`src/rtl/sync_fifo_pkg.sv`:
```
// sync_fifo_pkg: clog2 helper and parameter-legality check shared by the FIFO files.
package sync_fifo_pkg;

    function automatic int clog2(input int n);
        int r;
        r = 0;
        for (int i = 0; i < 31; i++)
            if ((1 << r) < n) r++;
        return r;
    endfunction

    function automatic bit params_ok(input int depth, input int widthu);
        return depth >= 2 && (depth & (depth - 1)) == 0 && widthu == clog2(depth);
    endfunction

endpackage

```
`src/rtl/sync_fifo_ram.sv`:
```
// sync_fifo_ram: DEPTH x WIDTH register array, synchronous write, asynchronous read.
module sync_fifo_ram
    import sync_fifo_pkg::*;
#(
    parameter int WIDTH  = 4,
    parameter int DEPTH  = 32,
    parameter int WIDTHU = 5
) (
    input  logic              clock,
    input  logic              i_we,
    input  logic [WIDTHU-1:0] i_waddr,
    input  logic [WIDTH-1:0]  i_wdata,
    input  logic [WIDTHU-1:0] i_raddr,
    output logic [WIDTH-1:0]  o_rdata
);
    logic [WIDTH-1:0] r_mem [DEPTH];

    always_ff @(posedge clock)
        if (i_we) r_mem[i_waddr] <= i_wdata;

    assign o_rdata = r_mem[i_raddr];
endmodule

```
`src/rtl/sync_fifo.sv`:
```
// sync_fifo: single-clock FIFO with scfifo-compatible ports and overflow/underflow protection.
// Define SYNC_FIFO_SHOWAHEAD_EN for a show-ahead q; default is legacy registered q.
module sync_fifo
    import sync_fifo_pkg::*;
#(
    parameter int WIDTH  = 4,
    parameter int DEPTH  = 32,
    parameter int WIDTHU = 5
) (
    input  logic              clock,
    input  logic              reset_n,
    input  logic [WIDTH-1:0]  data,
    input  logic              wrreq,
    input  logic              rdreq,
    output logic [WIDTH-1:0]  q,
    output logic              empty,
    output logic              full,
    output logic [WIDTHU-1:0] usedw
);
    if (!params_ok(DEPTH, WIDTHU)) begin : g_bad_params
        $error("sync_fifo: DEPTH must be a power of two >= 2 and WIDTHU must equal log2(DEPTH)");
    end

    logic [WIDTHU-1:0] r_wptr, r_rptr;
    logic [WIDTHU:0]   r_count;
    logic [WIDTH-1:0]  w_rdata;
    logic              w_wr, w_rd;

    // count never exceeds DEPTH, so its top bit alone marks full
    assign empty = r_count == '0;
    assign full  = r_count[WIDTHU];
    assign usedw = r_count[WIDTHU-1:0];
    assign w_wr  = wrreq & ~full & reset_n;
    assign w_rd  = rdreq & ~empty;

    sync_fifo_ram #(.WIDTH(WIDTH), .DEPTH(DEPTH), .WIDTHU(WIDTHU)) u_ram (
        .clock   (clock),
        .i_we    (w_wr),
        .i_waddr (r_wptr),
        .i_wdata (data),
        .i_raddr (r_rptr),
        .o_rdata (w_rdata)
    );

    always_ff @(posedge clock)
        if (!reset_n) begin
            r_wptr  <= '0;
            r_rptr  <= '0;
            r_count <= '0;
        end else begin
            if (w_wr) r_wptr <= r_wptr + WIDTHU'(1);
            if (w_rd) r_rptr <= r_rptr + WIDTHU'(1);
            r_count <= r_count + (WIDTHU+1)'(w_wr) - (WIDTHU+1)'(w_rd);
        end

`ifdef SYNC_FIFO_SHOWAHEAD_EN
    assign q = w_rdata;
`else
    logic [WIDTH-1:0] r_q;

    always_ff @(posedge clock)
        if (!reset_n) r_q <= '0;
        else if (w_rd) r_q <= w_rdata;

    assign q = r_q;
`endif
endmodule

```
`config.mk`:
```
export PLATFORM = sky130hd
export DESIGN_NAME = sync_fifo
export DESIGN_NICKNAME = d
export VERILOG_FILES = /design/src/rtl/sync_fifo_pkg.sv /design/src/rtl/sync_fifo_ram.sv /design/src/rtl/sync_fifo.sv
export SDC_FILE = /design/constraint.sdc
export NUM_CORES = 1
export LEC_CHECK = 0
export ABC_CLOCK_PERIOD_IN_PS = 5140
export CAP_MARGIN = 10
export CORE_UTILIZATION = 50
export DETAILED_ROUTE_END_ITERATION = 7
export PLACE_DENSITY = 0.78
export SETUP_SLACK_MARGIN = 0.5
export SLEW_MARGIN = 30
export SYNTH_ARGS = -nofsm -noshare
export SYNTH_HDL_FRONTEND = slang
export SYNTH_SLANG_ARGS = --single-unit
```
`constraint.sdc`:
```
create_clock -name clock -period 5.14 [get_ports clock]
set_input_delay 0.771 -clock clock [delete_from_list [all_inputs] [get_ports clock]]
set_output_delay 0.771 -clock clock [all_outputs]
set_load 0.02 [all_outputs]
```
==> results by group, run 1 <==
Setup path
  – WS Path Type: input pin to flip-flop
  – Startpoint Class: input pin
  – CP max FO: 31
  – Worst EP required: approximately 5.5 ns
  – Worst setup EP type: flip-flop
  – Worst EP arrival: 3.74 ns

Global routing
  – Most Used Layer, Global Route: met2
  – Overflow after GRT: 0
  – GR Util met2: roughly 34%
  – Antenna violations before repair: 0
  – Vias in the first global route: 3418
  – First-pass GRT wire length: ~19000 microns
  – Met1 Use GR: 27.27%
  – Tot GR Track Use: 21.06%
  – Largest net degree at the start of global routing: 33
  – Global-route met3 utilization: 5.898%

Power
  – Flop pwr share: 44.1%
  – Sw Share: between 20% and 30%
  – Switch Pwr: between 0.8 and 0.9 mW
  – P_leak: 2.264 nW
  – Peak supply drop: 231.6 uV
  – Clock group share of total power: between 30 and 40%
  – Pwr Total: 3.241 mW
  – Pint: 2.388 mW
  – Comb pwr share: 18.0%
  – Pwr/cell area: between 400 and 500 mW/mm^2

Floorplanning
  – Die area: 0.01294 sq mm
  – Die Wd: 113.7 microns
  – Chip height: 113.7 microns
  – Rows: 40
  – Io pins: 19
  – Total core area: 0.01211 sq mm
  – Initial core utilization: 51.55%

Synthesis
  – Mapped Cells: 399
  – Yosys reg bits: 148
  – FFs w/ async S/R, synth: 0%
  – Simple-gate share of the synthesized area: 8.938%
  – Post-synth EDFFs: between 100 and 150
  – Largest family of logic cells by synthesized area: multiplexers
  – Largest cells by area after synthesis: edfxtp_1, dfxtp_1, mux2i_1
  – Synth Area in Adders: 2.926%
  – Largest area contributor in the netlist: edfxtp_1
  – Sequential fraction of the synthesis area: 67.98%
  – Average size of a mapped cell: 15.65 sq um
  – Post-synthesis cell area: 0.006243 sq mm
  – Mux share of post-synthesis cell area: 11.72%
  – Synth Area in Compound Gates: 4.369%
  – Synth top area share: 61.56%
  – YS warnings: 0
  – Xor/xnor share of the synthesized area: about 1.3%
  – Synthesized Nets: 421
  – Main synth FF type: edfxtp_1
  – Netlist cell types: 51

Placed design
  – Port-buffer cells: 18
  – GPL Wtd Cong: 0.8753
  – Placed cells: 569
  – Placed wire-length estimate: roughly 7900 microns

Clock network
  – Worst skew pair latency: 0.42 ns
  – Hold-fix buffers at CTS: 0
  – Postcts setup bufs: 0
  – CTS Root Cell: clkbuf_16
  – Number of H-tree levels: 4
  – Cts repair resizes: 0
  – CTS Sinks: 148
  – Clock buffer depth: 2
  – Worst-path clk slew: 0.06 ns
  – CTS Buf Count: 17
  – CTS tree: built

Detailed routing
  – Vias/cell: about 5.7
  – Total wire length: 12430 microns
  – Iteration count of the initial detailed-routing pass: 5
  – Total number of vias: ~3400
  – Drc violations: 0
  – Avg WL per Cell: just over 20 microns
  – Post-route ant nets: 0
  – Drt initial violations: roughly 380

STA
  – Setup total negative slack: 0 ns
  – Crit path time final: 3.389 ns
  – Worst Clk Skew: about 0.0066 ns
  – # setup viols final: 0
  – Worst Tran Pin Value: roughly 0.71 ns
  – Final Hold Fails: 0
  – Fmax: ~300 MHz
  – RSZ-0062 raised after global routing: no
  – Relative slew slack: 52.73%
  – Fin crit share: 65.93%
  – Max-slew violation count: 0

Status
  – Status: completed

Cells and area
  – Final cell count without fillers: 600
  – Multi-input logic area: 0.001824 sq mm
  – Fillers: 920
  – Most common cell after layout, fill and taps aside: edfxtp_1
  – Most frequent cells in the layout: edfxtp_1, nor2_1, mux2i_1
  – Area Overhead vs Synth: 13.81%
  – Layout cells sized above 1: 12.96%
  – Ant. Diodes: 0
  – FF/Latch Area: 0.004247 sq mm
  – # nets final: 442

Run
  – Max_cap viols: 0

Hold path
  – Hold crit path type: flip-flop to flip-flop
## sequential cells by signal, indices dropped and copies added, names as in the netlist
| name | cells |
|---|---|
| q | 4 |
| r_rptr | 5 |
| r_wptr | 5 |
| u_ram.r_mem | 128 |
| r_count | 6 |
## synth_stat cells (5+ instances only)
library cell	count
inv_1	13
mux4_1	5
mux4_2	12
o21ai_0	9
and3_1	5
edfxtp_1	128
nand3_1	5
buf_6	5
nand2_1	13
dfxtp_1	20
buf_2	5
ha_1	13
xnor2_1	8
clkbuf_1	7
nand4_1	6
and2_1	11
mux2i_1	33
nor2_1	38
nand3b_1	8
## through the flow
step	worst slack [ns]	cell area (sq um)	util, %	hold slack, ns
after detailed placement	1.345	6515	53.79	0.5019
after CTS	1.780	7104	58.66	0.5195
after floorplan	2.205	6243	-	0.4814
after global routing	1.567	7106	58.67	0.5349
final	1.751	7106	58.67	0.5222
after global placement	1.434	6535	53.96	0.4826
## cell type report
type | count | area share [%]
clock buffers | 18 | 6.040
clock inverters | 13 | 2.254
inverters | 14 | 0.7396
multi-input cells | 218 | 25.67
flip-flops and latches | 148 | 59.76
well taps | 168 | 2.958
repair buffers | 21 | 2.571
## critical path, stage by stage
cell             delay (ns)
clkdlybuf4s50_1        0.45
buf_4                  0.26
and3_1                 0.43
inv_1                  0.08
ha_1                   0.22
inv_1                  0.07
ha_1                   0.22
a21o_1                 0.17
a21oi_1                0.22
o21bai_1               0.11
or4b_2                 0.62
nand3_1                0.11
## power groups by stage
stage | clock (mW) | sequential (mW) | combinational (mW)
final | 1.23 | 1.43 | 0.583
after global routing | 1.28 | 1.44 | 0.634
after CTS | 1.24 | 1.43 | 0.585
after detailed placement | 0 | 1.46 | 0.580
after global placement | 0 | 1.45 | 0.563
after floorplan | 0 | 1.43 | 0.423
## worst paths after layout
| kind | from | endpoint | slack, ns | cells past startpoint |
|---|---|---|---|---|
| min reg2reg | q[3] | q[3] | 0.52 | 2 |
| max reg2reg | r_count[2] | r_count[5] | 1.99 | 13 |
| max | reset_n | r_count[5] | 1.75 | 12 |
| min | q[3] | q[3] | 0.52 | 2 |
## routing by layer
metal | wire length (microns) | vias to the layer above
met3 | 780 | 10
met1 | 5336 | 1709
li1 | - | 1575
met5 | 0 | -
met4 | 136 | 0
met2 | 6175 | 138
## cells by family after synthesis
logic type                 Yosys count
AOI/OAI and AO/OA                   40
xor gates and xnor gates             9
adders and majority gates           14
buffers and inverters               33
DFF                                148
muxes                               50
and+or+nand+nor                    105
Note: power is estimated with default switching activity, not from simulation.
==> run 2, diff against run 1 <==
--- a/config.mk
+++ b/config.mk
@@ -5,7 +5,7 @@
 export SDC_FILE = /design/constraint.sdc
 export NUM_CORES = 1
 export LEC_CHECK = 0
-export ABC_CLOCK_PERIOD_IN_PS = 5140
+export ABC_CLOCK_PERIOD_IN_PS = 3150
 export CAP_MARGIN = 10
 export CORE_UTILIZATION = 50
 export DETAILED_ROUTE_END_ITERATION = 7
==> constraint.sdc (replaced) <==
create_clock -name clock -period 3.15 [get_ports clock]
set_input_delay 0.4725 -clock clock [delete_from_list [all_inputs] [get_ports clock]]
set_output_delay 0.4725 -clock clock [all_outputs]
set_load 0.02 [all_outputs]
==> run 2 against run 1 <==
Against the previous run: count of clock-buffer cells in the layout up 2; critical path depth up 1; first-iteration DRC count up 1.3%; sequential power up 62%; power up 67%; worst setup slack worse by 1.2 ns.
==> results by group, run 2 (synthesis results as in run 1) <==
Setup path
  – Startpoint Class: flip-flop
  – Worst setup EP type: flip-flop
  – WS Path Type: flip-flop to flip-flop
  – CP max FO: 2 (-94%)
  – Worst EP required: 3.51 ns (-1.98 ns)
  – Worst EP arrival: 2.94 ns (-0.80 ns)
  – Flop-to-flop setup slack: 0.57 ns (-1.42 ns)
  – Worst r2r path cells: 13 (unchanged)

Placed design
  – GPL Wtd Cong: 0.8019 (-8.4%)
  – Area post-placement: 0.006605 sq mm (+1.4%)
  – Port-buffer cells: 18 (unchanged)
  – Placed cells: 577 (+1.4%)
  – Placed wire-length estimate: 8008 microns (+1.1%)
  – Pre-CTS setup slack: 0.2328 ns (-1.112 ns)

Power
  – Peak supply drop: 432.2 uV (+87%)
  – Flop pwr share: 42.7% (-1.4 points)
  – Clock group share of total power: 37.6% (-0.3 points)
  – Pint: 3.993 mW (+67%)
  – Sw Share: 26.31% (about the same)
  – Switch Pwr: 1.426 mW (+67%)
  – Comb pwr share: 19.7% (+1.7 points)
  – P_leak: 2.353 nW (+3.9%)
  – Pwr/cell area: 747.1 mW/mm^2 (+64%)
  – Pwr Total: 5.419 mW (+67%)

Cells and area
  – Area Overhead vs Synth: 16.17%
  – Multi-input logic area: 0.001841 sq mm (+0.89%)
  – Most frequent cells in the layout: edfxtp_1, nor2_1, mux2i_1
  – Largest register by flop count: u_ram.r_mem
  – Cell area after layout: 0.007253 sq mm (+2.1%)
  – Layout cells sized above 1: 15.96% (+3.0 points)
  – # nets final: 454 (+2.7%)
  – Fillers: 880 (-4.3%)
  – FF/Latch Area: 0.004250 sq mm (about the same)
  – Most common cell after layout, fill and taps aside: edfxtp_1
  – Max reg flops: 128 (unchanged)
  – Ant. Diodes: 0 (unchanged)
  – Leading registers by flop count: u_ram.r_mem x128, r_count x6
  – Final cell count without fillers: 613 (+2.2%)
  – Share of the core filled with cells: 59.89% (+1.2 points)

STA
  – Setup ws final: 0.5701 ns (-1.181 ns)
  – Worst Tran Pin Value: 0.6325 ns (-0.07657 ns)
  – # setup viols final: 0 (unchanged)
  – Worst Clk Skew: 0.007613 ns (+0.001001 ns)
  – WHS: 0.5076 ns (-0.01458 ns)
  – Final Hold Fails: 0 (unchanged)
  – Crit path time final: 2.580 ns
  – Setup total negative slack: 0 ns (unchanged)
  – RSZ-0062 raised after global routing: no
  – Max-slew violation count: 0 (unchanged)
  – Relative slew slack: 57.74% (+5.0 points)
  – Fin crit share: 81.90%
  – Fmax: 387.6 MHz

Global routing
  – Vias in the first global route: 3519 (+3.0%)
  – Overflow after GRT: 0 (unchanged)
  – First-pass GRT wire length: 19110 microns (-1.6%)
  – Tot GR Track Use: 20.69% (-0.37 points)
  – Antenna violations before repair: 0 (unchanged)
  – Largest net degree at the start of global routing: 33 (unchanged)

Clock network
  – CTS tree: built
  – Number of H-tree levels: 4 (unchanged)
  – Hold-fix buffers at CTS: 0 (unchanged)
  – Worst-path clk slew: 0.06 ns (about the same)
  – Clock buffer depth: 2 (unchanged)
  – CTS Buf Count: 17 (unchanged)
  – CTS Sinks: 148 (unchanged)
  – Worst skew pair latency: 0.42 ns (about the same)
  – CTS Root Cell: clkbuf_16

Floorplanning
  – Chip height: 113.7 microns (unchanged)
  – Die area: 0.01294 sq mm (unchanged)
  – Total core area: 0.01211 sq mm (unchanged)
  – Initial core utilization: 51.55% (unchanged)
  – Io pins: 19 (unchanged)
  – Rows: 40 (unchanged)
  – Die Wd: 113.7 microns (unchanged)

Run
  – Max_cap viols: 0 (unchanged)

Hold path
  – Hold crit path type: flip-flop to flip-flop
  – Hold Path Cell Cnt: 2 (unchanged)

Detailed routing
  – Drt initial violations: 383 (+1.3%)
  – Drc violations: 0 (unchanged)
  – Total wire length: 12480 microns (+0.44%)
  – Avg WL per Cell: 20.37 microns (-1.7%)
  – Iteration count of the initial detailed-routing pass: 5 (unchanged)
  – Vias/cell: 5.817 (+1.7%)
  – Total number of vias: 3566 (+3.9%)
  – Post-route ant nets: 0 (unchanged)

Status
  – Status: completed
==> run 2: critical path: stages, from the launching register on <==
cell       delay (ns)
dfxtp_2          0.32
inv_1            0.07
ha_1             0.16
nand4bb_1        0.16
nand2_2          0.14
clkinv_4         0.07
ha_4             0.25
inv_1            0.03
ha_1             0.18
a21o_1           0.16
a21oi_2          0.14
o21bai_1         0.10
or4b_2           0.64
nand3_1          0.10
==> run 2: repair_timing <==
action / 4_1_cts / 5_1_grt
setup buffers: 2 / 2
gates resized for setup: 2 / 1
gates cloned: 0 / 0
setup endpoints to repair: 1 / 2
pin swaps: 2 / 1
==> run 2: final cells by class <==
cell class              instances  share of cell area (%)
multi-input cells             218                   25.38
clock buffers                  20                   6.158
repair buffers                 33                   4.037
well taps                     168                   2.898
flip-flops and latches        148                   58.60
clock inverters                12                   2.139
inverters                      14                  0.7935
==> run 2: routing by layer <==
metal / share of wire (%) / track usage [%] / vias to the layer above
li1: - / - / 1604
met1: 41 / 26.87 / 1792
met2: 50 / 32.72 / 144
met3: 5.6 / 4.942 / 26
met4: 2.7 / 10.53 / 0
met5: 0 / 0 / -
==> run 2: power groups by stage <==
stage | combinational (mW) | sequential [mW] | clock [mW]
finish | 1.07 | 2.32 | 2.04
global route | 1.15 | 2.33 | 2.12
CTS | 1.04 | 2.32 | 2.05
detailed placement | 0.996 | 2.36 | 0
global placement | 0.982 | 2.35 | 0
floorplan | 0.699 | 2.34 | 0
==> run 2: final timing paths <==
path | startpoint | endpoint
max | r_count[5] | r_count[5]
min | q[3] | q[3]
min reg2reg | q[3] | q[3]
max reg2reg | r_count[5] | r_count[5]
==> run 3, diff against run 2 <==
--- a/config.mk
+++ b/config.mk
@@ -5,11 +5,11 @@
 export SDC_FILE = /design/constraint.sdc
 export NUM_CORES = 1
 export LEC_CHECK = 0
-export ABC_CLOCK_PERIOD_IN_PS = 3150
+export ABC_CLOCK_PERIOD_IN_PS = 2350
 export CAP_MARGIN = 10
 export CORE_UTILIZATION = 50
 export DETAILED_ROUTE_END_ITERATION = 7
-export PLACE_DENSITY = 0.78
+export PLACE_DENSITY = 0.81
 export SETUP_SLACK_MARGIN = 0.5
 export SLEW_MARGIN = 30
 export SYNTH_ARGS = -nofsm -noshare
==> constraint.sdc (replaced) <==
create_clock -name clock -period 2.35 [get_ports clock]
set_input_delay 0.3525 -clock clock [delete_from_list [all_inputs] [get_ports clock]]
set_output_delay 0.3525 -clock clock [all_outputs]
set_load 0.02 [all_outputs]
==> run 3 against run 2 <==
Against the previous run: the run now ends with negative setup slack left; sequential share of layout area down 2.6 points; via count up 2.1%; power up 42%; design area up 4.8%; utilization up 2.9 points; worst setup slack worse by 0.62 ns; first-iteration DRC count down 36%; critical path depth unchanged; maximum frequency up 7.5%; critical path type unchanged; critical endpoint unchanged; largest power group unchanged.
==> results by group, run 3 (synthesis results as in run 1) <==
Power
  – Pwr/cell area: 1015 mW/mm^2 (+36%)
  – Flop pwr share: 39.9% (-2.8 points)
  – Clock group share of total power: 35.7% (-1.9 points)
  – Comb pwr share: 24.4% (+4.7 points)
  – Pwr Total: 7.710 mW (+42%)
  – Pint: 5.686 mW (+42%)
  – Peak supply drop: 484.1 uV (+12%)
  – Sw Share: 26.25% (-0.057 points)
  – Switch Pwr: 2.024 mW (+42%)
  – P_leak: 2.546 nW (+8.2%)

Clock network
  – CTS Buf Count: 17 (unchanged)
  – Clock buffer depth: 2 (unchanged)
  – Number of H-tree levels: 4 (unchanged)
  – CTS Sinks: 148 (unchanged)
  – Worst skew pair latency: 0.41 ns (about the same)
  – CTS Root Cell: clkbuf_16
  – CTS tree: built
  – Worst-path clk slew: 0.06 ns (about the same)

Setup path
  – Worst path slowest cell: or4b_4
  – Crit path cell chain: inv_2 -> ha_4 -> nand4bb_4 -> nand2_4 -> clkinv_4 -> ha_4 -> inv_2 -> ha_4 -> a21o_1 -> a21oi_2 -> o21bai_2 -> or4b_4 -> nand3_2
  – Worst EP required: 2.70 ns (-0.81 ns)
  – Worst r2r path cells: 13 (unchanged)
  – Crit-path most repeated cell: ha_4
  – WS Path Type: flip-flop to flip-flop
  – Worst setup EP type: flip-flop
  – CP peak stage delay: 0.49 ns (-0.15 ns)
  – Worst EP arrival: 2.74 ns (-0.20 ns)
  – CP max FO: 2 (unchanged)
  – Startpoint Class: flip-flop

STA
  – Setup ws final: -0.04915 ns (-0.6193 ns)
  – Final Hold Fails: 0 (unchanged)
  – Worst Tran Pin Value: 0.5736 ns (-0.05893 ns)
  – Fmax: 416.8 MHz (+7.5%)
  – # setup viols final: 2 (+2)
  – Crit path time final: 2.399 ns (-0.1807 ns)
  – Relative slew slack: 61.62% (+3.9 points)
  – RSZ-0062 raised after global routing: yes
  – Fin crit share: 102.1% (+20 points)
  – WHS: 0.4740 ns (-0.03356 ns)
  – Setup total negative slack: -0.05434 ns (-0.05434 ns)
  – Worst Clk Skew: 0.006563 ns (-0.001049 ns)
  – Max-slew violation count: 0 (unchanged)

Cells and area
  – Fillers: 845 (-4.0%)
  – Ant. Diodes: 0 (unchanged)
  – Layout cells sized above 1: 28.60% (+13 points)
  – # nets final: 474 (+4.4%)
  – Max reg flops: 128 (unchanged)
  – Most frequent cells in the layout: edfxtp_1, mux2i_1, buf_4
  – Share of the core filled with cells: 62.74% (+2.9 points)
  – Largest register by flop count: u_ram.r_mem
  – Most common cell after layout, fill and taps aside: edfxtp_1
  – Area Overhead vs Synth: 21.70%
  – FF/Latch Area: 0.004258 sq mm (+0.18%)
  – Multi-input logic area: 0.001991 sq mm (+8.2%)
  – Final cell count without fillers: 633 (+3.3%)
  – Leading registers by flop count: u_ram.r_mem x128, r_count x6

Detailed routing
  – Drt initial violations: 247 (-36%)
  – Total wire length: 12960 microns (+3.8%)
  – Total number of vias: 3641 (+2.1%)
  – Vias/cell: 5.752 (-1.1%)
  – Avg WL per Cell: 20.47 microns (+0.50%)
  – Drc violations: 0 (unchanged)
  – Post-route ant nets: 0 (unchanged)
  – Iteration count of the initial detailed-routing pass: 5 (unchanged)

Placed design
  – Placed cells: 587 (+1.7%)
  – GPL Wtd Cong: 0.8079 (+0.75%)
  – Placed wire-length estimate: 7864 microns (-1.8%)
  – Port-buffer cells: 18 (unchanged)

Floorplanning
  – Die Wd: 113.7 microns (unchanged)
  – Chip height: 113.7 microns (unchanged)
  – Initial core utilization: 51.55% (unchanged)
  – Total core area: 0.01211 sq mm (unchanged)
  – Rows: 40 (unchanged)
  – Die area: 0.01294 sq mm (unchanged)
  – Io pins: 19 (unchanged)

Hold path
  – Hold Path Cell Cnt: 2 (unchanged)
  – Hold crit path type: flip-flop to flip-flop

Global routing
  – Vias in the first global route: 3629 (+3.1%)
  – Tot GR Track Use: 21.11% (+0.42 points)
  – Overflow after GRT: 0 (unchanged)
  – Largest net degree at the start of global routing: 33 (unchanged)
  – Antenna violations before repair: 0 (unchanged)
  – First-pass GRT wire length: 19870 microns (+4.0%)

Run
  – Max_cap viols: 0 (unchanged)

Status
  – Status: complete, but fails checks
  – Failing checks: negative setup slack
run 3: stage by stage:
step,area [sq um],setup slack [ns]
after floorplan,6294,-0.09025
after global placement,6733,-0.1649
after detailed placement,6733,-0.2300
after CTS,7415,0.004961
after global routing,7599,-0.1101
final,7599,-0.04915
run 3: timing repair:
| action | in CTS | in global routing |
|---|---|---|
| setup buffers | 5 | 9 |
| endpoints found under the setup margin | 24 | 87 |
| pin swaps | 9 | 8 |
| resized for setup | 18 | 37 |
| cloned | 0 | 0 |
| hold buffers | 0 | 0 |
run 3: final timing paths:
path,start,end,slack [ns]
setup / recovery,r_count[4],r_count[5],-0.05
hold / removal,q[3],q[3],0.47
setup reg to reg,r_count[4],r_count[5],-0.05
hold reg to reg,q[3],q[3],0.47
run 3: routing by layer:
layer | wire length (microns) | track usage, % | up-vias
met4 | 304 | 10.00 | 0
li1 | - | - | 1645
met5 | 0 | 0 | -
met1 | 5452 | 27.27 | 1811
met3 | 755 | 4.623 | 33
met2 | 6442 | 34.23 | 152
run 3: power groups by stage:
stage | Combinational, mW | Sequential, mW | Clock, mW
5_1_grt | 2.01 | 3.08 | 2.88
4_1_cts | 1.61 | 3.08 | 2.77
3_5_place_dp | 1.49 | 3.13 | 0
2_1_floorplan | 0.979 | 3.15 | 0
3_3_place_gp | 1.46 | 3.12 | 0
6_report | 1.88 | 3.08 | 2.75
run 3: final cells by class:
class | count | share of cell area [%]
clock buffers | 24 | 6.340
flip-flops and latches | 148 | 56.03
clock inverters | 8 | 1.647
inverters | 14 | 0.7904
multi-input cells | 218 | 26.20
repair buffers | 53 | 6.224
well taps | 168 | 2.766
run 3: critical path: cells and delay by family, from the launching register on:
| family | cells | cell delay [ns] |
|---|---|---|
| compound gates | 3 | 0.50 |
| buf+inv | 3 | 0.16 |
| simple gates | 4 | 0.79 |
| flops | 1 | 0.33 |
| fa+ha+maj | 3 | 0.55 |
